===== src/rtl/tt_um_emern_scene_loader.sv =====
// Scene loader: decodes a byte-stream of LOAD/MASK/BG/COMMIT packets into a shadow bank
// that is copied to the active bank at frame_start. Optional packet timeout: SCENE_LOADER_TIMEOUT_EN.
`ifndef N_POLY
`define N_POLY 4
`endif
`ifndef WCOLOR
`define WCOLOR 6
`endif
`ifndef WPX
`define WPX 7
`endif
`ifndef WPY
`define WPY 6
`endif

module tt_um_emern_scene_loader #(
    parameter int IDLE_TIMEOUT = 255
) (
    input  logic                         clk,
    input  logic                         rst,
    input  logic [7:0]                   in_data,
    input  logic                         in_valid,
    output logic                         in_ready,
    input  logic                         frame_start,
    output logic [`N_POLY-1:0]           cmp_en,
    output logic [`WCOLOR-1:0]           background_color,
    output logic [`WCOLOR*`N_POLY-1:0]   poly_color,
    output logic [`WPX*`N_POLY-1:0]      v0_x,
    output logic [`WPX*`N_POLY-1:0]      v1_x,
    output logic [`WPX*`N_POLY-1:0]      v2_x,
    output logic [`WPY*`N_POLY-1:0]      v0_y,
    output logic [`WPY*`N_POLY-1:0]      v1_y,
    output logic [`WPY*`N_POLY-1:0]      v2_y,
    output logic                         swap_pending,
    output logic                         err
);
    localparam int NP = `N_POLY;
    localparam int WC = `WCOLOR;
    localparam int WX = `WPX;
    localparam int WY = `WPY;

    typedef struct packed {
        logic [WC-1:0] color;
        logic [WY-1:0] v2y;
        logic [WX-1:0] v2x;
        logic [WY-1:0] v1y;
        logic [WX-1:0] v1x;
        logic [WY-1:0] v0y;
        logic [WX-1:0] v0x;
    } poly_t;

    typedef struct packed {
        logic [NP-1:0]        cmp_en;
        logic [WC-1:0]        bg;
        poly_t [NP-1:0]       poly;
    } bank_t;

    typedef enum logic [1:0] {HDR, LOAD, BG, WAIT_SWAP} state_t;

    state_t        state_q, state_d;
    logic [2:0]    cnt_q, cnt_d;
    logic [1:0]    idx_q, idx_d;
    logic          swap_pending_q, swap_pending_d;
    logic          in_ready_q, in_ready_d;
    bank_t         shadow_q, shadow_d;
    bank_t         active_q, active_d;
    logic          accept;

`ifdef SCENE_LOADER_TIMEOUT_EN
    localparam int TW = $clog2(IDLE_TIMEOUT + 1);
    logic [TW-1:0] tmo_q, tmo_d, tmo_inc;
    logic          err_q, err_d;
`endif

    always_comb begin
        state_d        = state_q;
        cnt_d          = cnt_q;
        idx_d          = idx_q;
        swap_pending_d = swap_pending_q;
        shadow_d       = shadow_q;
        active_d       = active_q;
        accept         = in_valid && in_ready_q;

        // A commit accepted this very cycle only sets pending, so it waits for the next frame_start.
        if (frame_start && swap_pending_q) begin
            active_d       = shadow_q;
            swap_pending_d = 1'b0;
        end

        case (state_q)
            HDR: begin
                if (accept) begin
                    case (in_data[7:6])
                        2'b00: begin
                            idx_d   = in_data[5:4];
                            cnt_d   = 3'd0;
                            state_d = LOAD;
                        end
                        2'b01: shadow_d.cmp_en = in_data[NP-1:0];
                        2'b10: state_d = BG;
                        default: begin
                            swap_pending_d = 1'b1;
                            state_d        = WAIT_SWAP;
                        end
                    endcase
                end
            end
            LOAD: begin
                if (accept) begin
                    case (cnt_q)
                        3'd0:    shadow_d.poly[idx_q].v0x   = in_data[WX-1:0];
                        3'd1:    shadow_d.poly[idx_q].v0y   = in_data[WY-1:0];
                        3'd2:    shadow_d.poly[idx_q].v1x   = in_data[WX-1:0];
                        3'd3:    shadow_d.poly[idx_q].v1y   = in_data[WY-1:0];
                        3'd4:    shadow_d.poly[idx_q].v2x   = in_data[WX-1:0];
                        3'd5:    shadow_d.poly[idx_q].v2y   = in_data[WY-1:0];
                        default: shadow_d.poly[idx_q].color = in_data[WC-1:0];
                    endcase
                    if (cnt_q == 3'd6) begin
                        cnt_d   = 3'd0;
                        state_d = HDR;
                    end else begin
                        cnt_d = cnt_q + 3'd1;
                    end
                end
            end
            BG: begin
                if (accept) begin
                    shadow_d.bg = in_data[WC-1:0];
                    state_d     = HDR;
                end
            end
            WAIT_SWAP: begin
                if (frame_start) begin
                    state_d = HDR;
                end
            end
            default: state_d = HDR;
        endcase

`ifdef SCENE_LOADER_TIMEOUT_EN
        tmo_d   = '0;
        err_d   = err_q;
        tmo_inc = tmo_q + {{(TW-1){1'b0}}, 1'b1};
        // Abandoning a stalled packet keeps the fields already written to shadow.
        if ((state_q == LOAD || state_q == BG) && !accept) begin
            if (tmo_inc == TW'(IDLE_TIMEOUT)) begin
                state_d = HDR;
                cnt_d   = 3'd0;
                err_d   = 1'b1;
            end else begin
                tmo_d = tmo_inc;
            end
        end
`endif

        in_ready_d = (state_d != WAIT_SWAP);
    end

    always_ff @(posedge clk or posedge rst) begin
        if (rst) begin
            state_q        <= HDR;
            cnt_q          <= 3'd0;
            idx_q          <= 2'd0;
            swap_pending_q <= 1'b0;
            in_ready_q     <= 1'b0;
            shadow_q       <= '0;
            active_q       <= '0;
        end else begin
            state_q        <= state_d;
            cnt_q          <= cnt_d;
            idx_q          <= idx_d;
            swap_pending_q <= swap_pending_d;
            in_ready_q     <= in_ready_d;
            shadow_q       <= shadow_d;
            active_q       <= active_d;
        end
    end

`ifdef SCENE_LOADER_TIMEOUT_EN
    always_ff @(posedge clk or posedge rst) begin
        if (rst) begin
            tmo_q <= '0;
            err_q <= 1'b0;
        end else begin
            tmo_q <= tmo_d;
            err_q <= err_d;
        end
    end
    assign err = err_q;
`else
    assign err = 1'b0;
`endif

    assign in_ready         = in_ready_q;
    assign swap_pending     = swap_pending_q;
    assign cmp_en           = active_q.cmp_en;
    assign background_color = active_q.bg;

    for (genvar i = 0; i < NP; i++) begin : g_pack
        assign poly_color[WC*i +: WC] = active_q.poly[i].color;
        assign v0_x[WX*i +: WX]       = active_q.poly[i].v0x;
        assign v1_x[WX*i +: WX]       = active_q.poly[i].v1x;
        assign v2_x[WX*i +: WX]       = active_q.poly[i].v2x;
        assign v0_y[WY*i +: WY]       = active_q.poly[i].v0y;
        assign v1_y[WY*i +: WY]       = active_q.poly[i].v1y;
        assign v2_y[WY*i +: WY]       = active_q.poly[i].v2y;
    end

endmodule

===== config.mk =====
export PLATFORM = sky130hd
export DESIGN_NAME = tt_um_emern_scene_loader
export DESIGN_NICKNAME = d
export VERILOG_FILES = /design/src/rtl/tt_um_emern_scene_loader.sv
export SDC_FILE = /design/constraint.sdc
export NUM_CORES = 1
export LEC_CHECK = 0
export ABC_CLOCK_PERIOD_IN_PS = 14400
export BUFFER_PORTS_ARGS = -buffer_cell sky130_fd_sc_hd__buf_2
export CAP_MARGIN = 30
export CORE_MARGIN = 8
export CORE_UTILIZATION = 50
export DETAILED_ROUTE_END_ITERATION = 10
export HOLD_SLACK_MARGIN = 0.03
export MAX_ROUTING_LAYER = met4
export PLACE_DENSITY = 0.77
export SKIP_CTS_REPAIR_TIMING = 1
export SLEW_MARGIN = 5
export SYNTH_ARGS = -nofsm -noshare
export SYNTH_HDL_FRONTEND = slang
export SYNTH_SLANG_ARGS = --single-unit

===== constraint.sdc =====
create_clock -name clk -period 14.4 [get_ports clk]
set_input_delay 0 -clock clk [delete_from_list [all_inputs] [get_ports clk]]
set_output_delay 0 -clock clk [all_outputs]
set_load 0.1 [all_outputs]

==> flow_summary.toml, run 1 <==
[setup_path]
worstSetupPathType = "flip-flop to flip-flop"
start_kind = "flip-flop"
crit_family = "simple AND/OR/NAND/NOR gates"
max_stage_delay_ps = 620
cp.arrival_ps = 3140
cp_max_fo = 21
endpoint_kind = "flip-flop"
path_buf_inv = 2
crit_chain = "and2_1, ha_1, buf_8, nor4bb_2, buf_4, nand3_1, a22o_1"
slowest_stage = "nor4bb_2"
critPathRequiredTime_ps = 14800

[drt]
dr.pass1.iters = 5
via_per_inst = 5.76
drt-total-wl_um = 36000
drt_iter0_markers = 670
wl_per_cell_um = 22.9
drc = 0
ant_nets = 0
num_vias = 9067

[synthesis]
synthArstFlopShare_pct = 100
ys_types = 47
synthesis.nets = 978
seq_area_frac_synth_pct = 65.8
synth-seq-cells = 389
yosysWarnings = 0
synth_flop_cell = "dfrtp_1"
syn_area_per_cell_sq_um = 15.3
synthCells = 965
synth_edf_count = 0
syn_area_sq_mm = 0.0148

[layout]
finish.net_count = 1168
syn2layout_area_growth_pct = 18.3
drive_gt1_share_pct = 43.5
final_util_pct = 59.5

[timing]
fin_setup_tns_ps = 0
fin_crit_ps = 2750
fmax_ghz = 0.364
relSlewSlack_pct = 29.3
post-route-period-util_pct = 19.1
rsz0062_at_grt = "no"
slew_violations = 0
finalClockSkew_ps = 14.8
finalSetupViolCount = 0
worst_pin_slew_ps = 1060
hold_viol = 0

[job]
max-cap-violations = 0

[placed_design]
hpwl_um = 22900
io_buffers = 203
gp_congestion = 0.780

[grt]
grt_pass1_wl_um = 57000
grt_pass1_vias = 9601
grt_overflow_total = 0
grt_max_degree = 195
grt_usage_pct = 20.8
antenna_found_initial = 2

[clock_network]
cts_tree = "yes"
cts-root-buf = "clkbuf_16"
clockBufferDepth = 3
htreeDepth = 2
cts_sinks = 389
path_clk_slew_ps = 60
insertion_delay_ps = 520
cts_made_buffers = 40

[die]
core_sq_mm = 0.0294
die_x_um = 188
io_pins = 205
die-area_sq_mm = 0.0354
fp.dieH_um = 188
rows = 63
start_util_pct = 50.3

[status]
outcome = "completed"

[hold_path]
hold_path_class = "input pin to flip-flop"
## path summary, 6_finish.rpt
check | slack [ps] | cells after the start | from | endpoint
max | 11650 | 7 | cnt_q[0]$_DFFE_PP0P_ | flip-flop
min | 140 | 2 | in_data[5] | flip-flop
max reg2reg | 11650 | 7 | cnt_q[0]$_DFFE_PP0P_ | flip-flop
min reg2reg | 490 | 1 | flip-flop | flip-flop
max in group asynchronous | 12720 | 4 | rst | cnt_q[1]$_DFFE_PP0P_
min in group asynchronous | 170 | 3 | rst | asynchronous set/reset pin
## cell families after synthesis
kind of cell / synth area share (%)
other: 0.0253
multiplexers: 17.2
AND/OR/NAND/NOR: 4.85
buffers and inverters: 2.16
adder cells (fa/ha/maj): 0.0846
AO/OA/AOI/OAI: 9.88
flip-flops: 65.8
## layout make-up
type                       count  area, sq um
timing repair buffer         219         1210
antenna                        2         5.00
tap                          390          488
inverter                       7         33.8
clock buffer                  58         1160
fill                        2260        11900
multi-input combinational    498         4760
clock inverter                10          103
sequential                   389         9730
## through the flow
stage	cell area, sq um	hold slack [ps]	std cells	worst slack (ps)
after floorplan	14800	91.8	965	3590
after global placement	16100	182	1493	11620
after detailed placement	16100	195	1495	11480
after CTS	17400	-343	1563	11440
after global routing	17500	122	1573	11570
final	17500	139	1573	11650
## per-layer routing
metal	vias up	share of wire (%)	GRT usage, %
li1	3958	-	-
met1	4771	44	27.3
met2	263	48	31.8
met3	75	6.3	5.42
met4	0	2.5	6.00
met5	-	0	-
## worst reg2reg max path, delay by kind of cell, from the launching register on
| kind | cells | cell delay, ps |
|---|---|---|
| flops | 1 | 550 |
| fa+ha+maj | 1 | 190 |
| compound gates | 1 | 350 |
| buf+inv | 2 | 430 |
| simple gates | 3 | 1080 |
## placed cells by master, fill, tap and decap left out, types with 4 or more instances in the layout
master         count
buf_4              5
or4_1              4
nor4_4             4
o2bb2ai_1          8
and3_1             4
clkbuf_1          10
nand3_1           20
a22o_1           149
dlygate4sd3_1      7
nor3_2             5
buf_2            203
clkbuf_16         41
nand4_1            9
mux2_2           226
nor3_1            16
clkinv_2           7
clkbuf_8           7
dfrtp_1          389
inv_1              6
nand2_1            4
## Yosys cell counts (2+ instances only)
| cell type | n | share of area [%] |
|---|---|---|
| o21ai_0 | 3 | 0.10 |
| or4_1 | 4 | 0.20 |
| nor4_4 | 4 | 0.58 |
| and2_1 | 3 | 0.13 |
| a22o_1 | 149 | 8.8 |
| buf_1 | 2 | 0.051 |
| nor3_1 | 16 | 0.54 |
| and3_1 | 4 | 0.17 |
| o21a_1 | 2 | 0.10 |
| clkbuf_1 | 54 | 1.4 |
| a21o_1 | 2 | 0.10 |
| nor3_2 | 5 | 0.34 |
| and3b_1 | 3 | 0.18 |
| nand2_1 | 5 | 0.13 |
| nand2b_1 | 2 | 0.085 |
| buf_2 | 12 | 0.41 |
| o2bb2ai_1 | 8 | 0.47 |
| and4b_1 | 2 | 0.14 |
| inv_1 | 7 | 0.18 |
| nand4_1 | 9 | 0.38 |
| or2_2 | 2 | 0.085 |
| or3_1 | 2 | 0.085 |
| dfrtp_1 | 389 | 66 |
| nor4bb_1 | 3 | 0.20 |
| nand3b_1 | 2 | 0.10 |
| nor2b_1 | 3 | 0.13 |
| nor2_1 | 3 | 0.076 |
| mux2_2 | 226 | 17 |
| nand3_1 | 20 | 0.68 |
| or3b_1 | 2 | 0.12 |
Power of run 1 is not shown: default switching activity piles up to over one toggle a cycle in this logic, so the estimate is an artifact.
==> run 2, diff against run 1 <==
--- a/config.mk
+++ b/config.mk
@@ -5,7 +5,7 @@
 export SDC_FILE = /design/constraint.sdc
 export NUM_CORES = 1
 export LEC_CHECK = 0
-export ABC_CLOCK_PERIOD_IN_PS = 14400
+export ABC_CLOCK_PERIOD_IN_PS = 2790
 export BUFFER_PORTS_ARGS = -buffer_cell sky130_fd_sc_hd__buf_2
 export CAP_MARGIN = 30
 export CORE_MARGIN = 8
==> constraint.sdc (replaced) <==
create_clock -name clk -period 2.79 [get_ports clk]
set_input_delay 0 -clock clk [delete_from_list [all_inputs] [get_ports clk]]
set_output_delay 0 -clock clk [all_outputs]
set_load 0.1 [all_outputs]
==> flow_summary.toml, run 2 (synthesized netlist as in run 1, its figures left out) <==
[placed_design]
hpwl_um = 23500
io_buffers = 203
dp.cells = 1516
gp_congestion = 0.839
placed_cell_area_sq_mm = 0.0163

[clock_network]
cts_made_buffers = 39
cts-root-buf = "clkbuf_16"
cts_sinks = 389
insertion_delay_ps = 530
cts_tree = "yes"
clockBufferDepth = 3
htreeDepth = 2
path_clk_slew_ps = 60

[timing]
relSlewSlack_pct = 40.0
post-route-period-util_pct = 84.1
finalClockSkew_ps = 15.6
fin_setup_tns_ps = 0
worst_pin_slew_ps = 900
hold_viol = 0
fmax_ghz = 0.426
slew_violations = 0
finalSetupViolCount = 0
rsz0062_at_grt = "no"
fin_crit_ps = 2350

[drt]
wl_per_cell_um = 22.6
dr.pass1.iters = 5
via_per_inst = 5.74
drt_iter0_markers = 630
drc = 0
drt-total-wl_um = 35900
num_vias = 9124
ant_nets = 0

[die]
die_x_um = 188
io_pins = 205
die-area_sq_mm = 0.0354
start_util_pct = 50.3
core_sq_mm = 0.0294
rows = 63
fp.dieH_um = 188

[setup_path]
worstSetupPathType = "flip-flop to flip-flop"
critPathRequiredTime_ps = 3190
start_kind = "flip-flop"
startpoint = "cnt_q[2]$_DFFE_PP0P_"
timing.rr.start = "cnt_q[2]$_DFFE_PP0P_"
cp_max_fo = 16
regToRegSetupSlack_ps = 440
rr_worst_depth = 3
cp.arrival_ps = 2750
endpoint_kind = "flip-flop"

[layout]
finish.net_count = 1187
final_cells = 1590
syn2layout_area_growth_pct = 18.8
final_cell_mix = "389 x dfrtp_1, 226 x mux2_2, 203 x buf_2"
fillers = 2275
drive_gt1_share_pct = 43.9
finalInstanceArea_sq_mm = 0.0176
final_common_cell = "dfrtp_1"

[grt]
grt_usage_pct = 20.7
grt_pass1_wl_um = 57400
grt_overflow_total = 0
grt_pass1_vias = 9728
antenna_found_initial = 2
grt_max_degree = 83

[job]
max-cap-violations = 0

[status]
outcome = "completed"

[hold_path]
hold_path_class = "input pin to flip-flop"
-- run 2: cell count changes in the layout (fill, tap and decap cells not counted), moves of 2 or more --
| cell | delta |
|---|---|
| buf_4 | +17 |
| buf_12 | +6 |
| clkbuf_1 | +4 |
| clkinv_2 | -4 |
| buf_16 | -2 |
| bufinv_16 | -2 |
| clkbuf_8 | -2 |
-- run 2: worst max-delay path, cell delays in order, from the launching register on --
cell and delay (ps):
dfrtp_1 540, nor4b_2 840, nand3_1 480, a22o_1 370
-- run 2: worst min path at each step --
stage | end | slack [ps] | depth (start not counted) | from
after floorplan | swap_pending$_DFF_PP0_ | 90 | 1 | frame_start
after global placement | v0_y[2]$_DFFE_PP0P_ | 170 | 2 | rst
after detailed placement | asynchronous set/reset pin | 160 | 2 | rst
after CTS | asynchronous set/reset pin | -390 | 2 | rst
after global routing | state_q[1]$_DFF_PP0_ | 30 | 4 | in_valid
final | state_q[1]$_DFF_PP0_ | 10 | 4 | in_valid
-- run 2: final cells by class --
cell class	instances	area, sq um	area share (%)
repair buffers	239	1390	7.92
diodes	2	5.00	0.0285
flip-flops and latches	389	9730	55.4
inverters	7	30.0	0.171
clock inverters	6	47.5	0.271
clock buffers	59	1120	6.39
multi-input cells	498	4750	27.1
well taps	390	488	2.78
-- run 2: routing by layer --
metal  wire (um)  GRT usage, %
met2       17300          32.5
met5           0             -
met3        2080          4.33
met1       15800          27.4
met4         735          5.39
-- run 2: metrics by stage --
step	setup WS, ps	utilization [%]	hold slack (ps)
6_report	443	59.8	12.5
5_1_grt	340	59.8	30.9
4_1_cts	496	59.5	-389
3_5_place_dp	513	55.5	164
3_3_place_gp	577	55.5	167
2_1_floorplan	-2440	-	91.8
Power of run 2 is left out for the same reason.
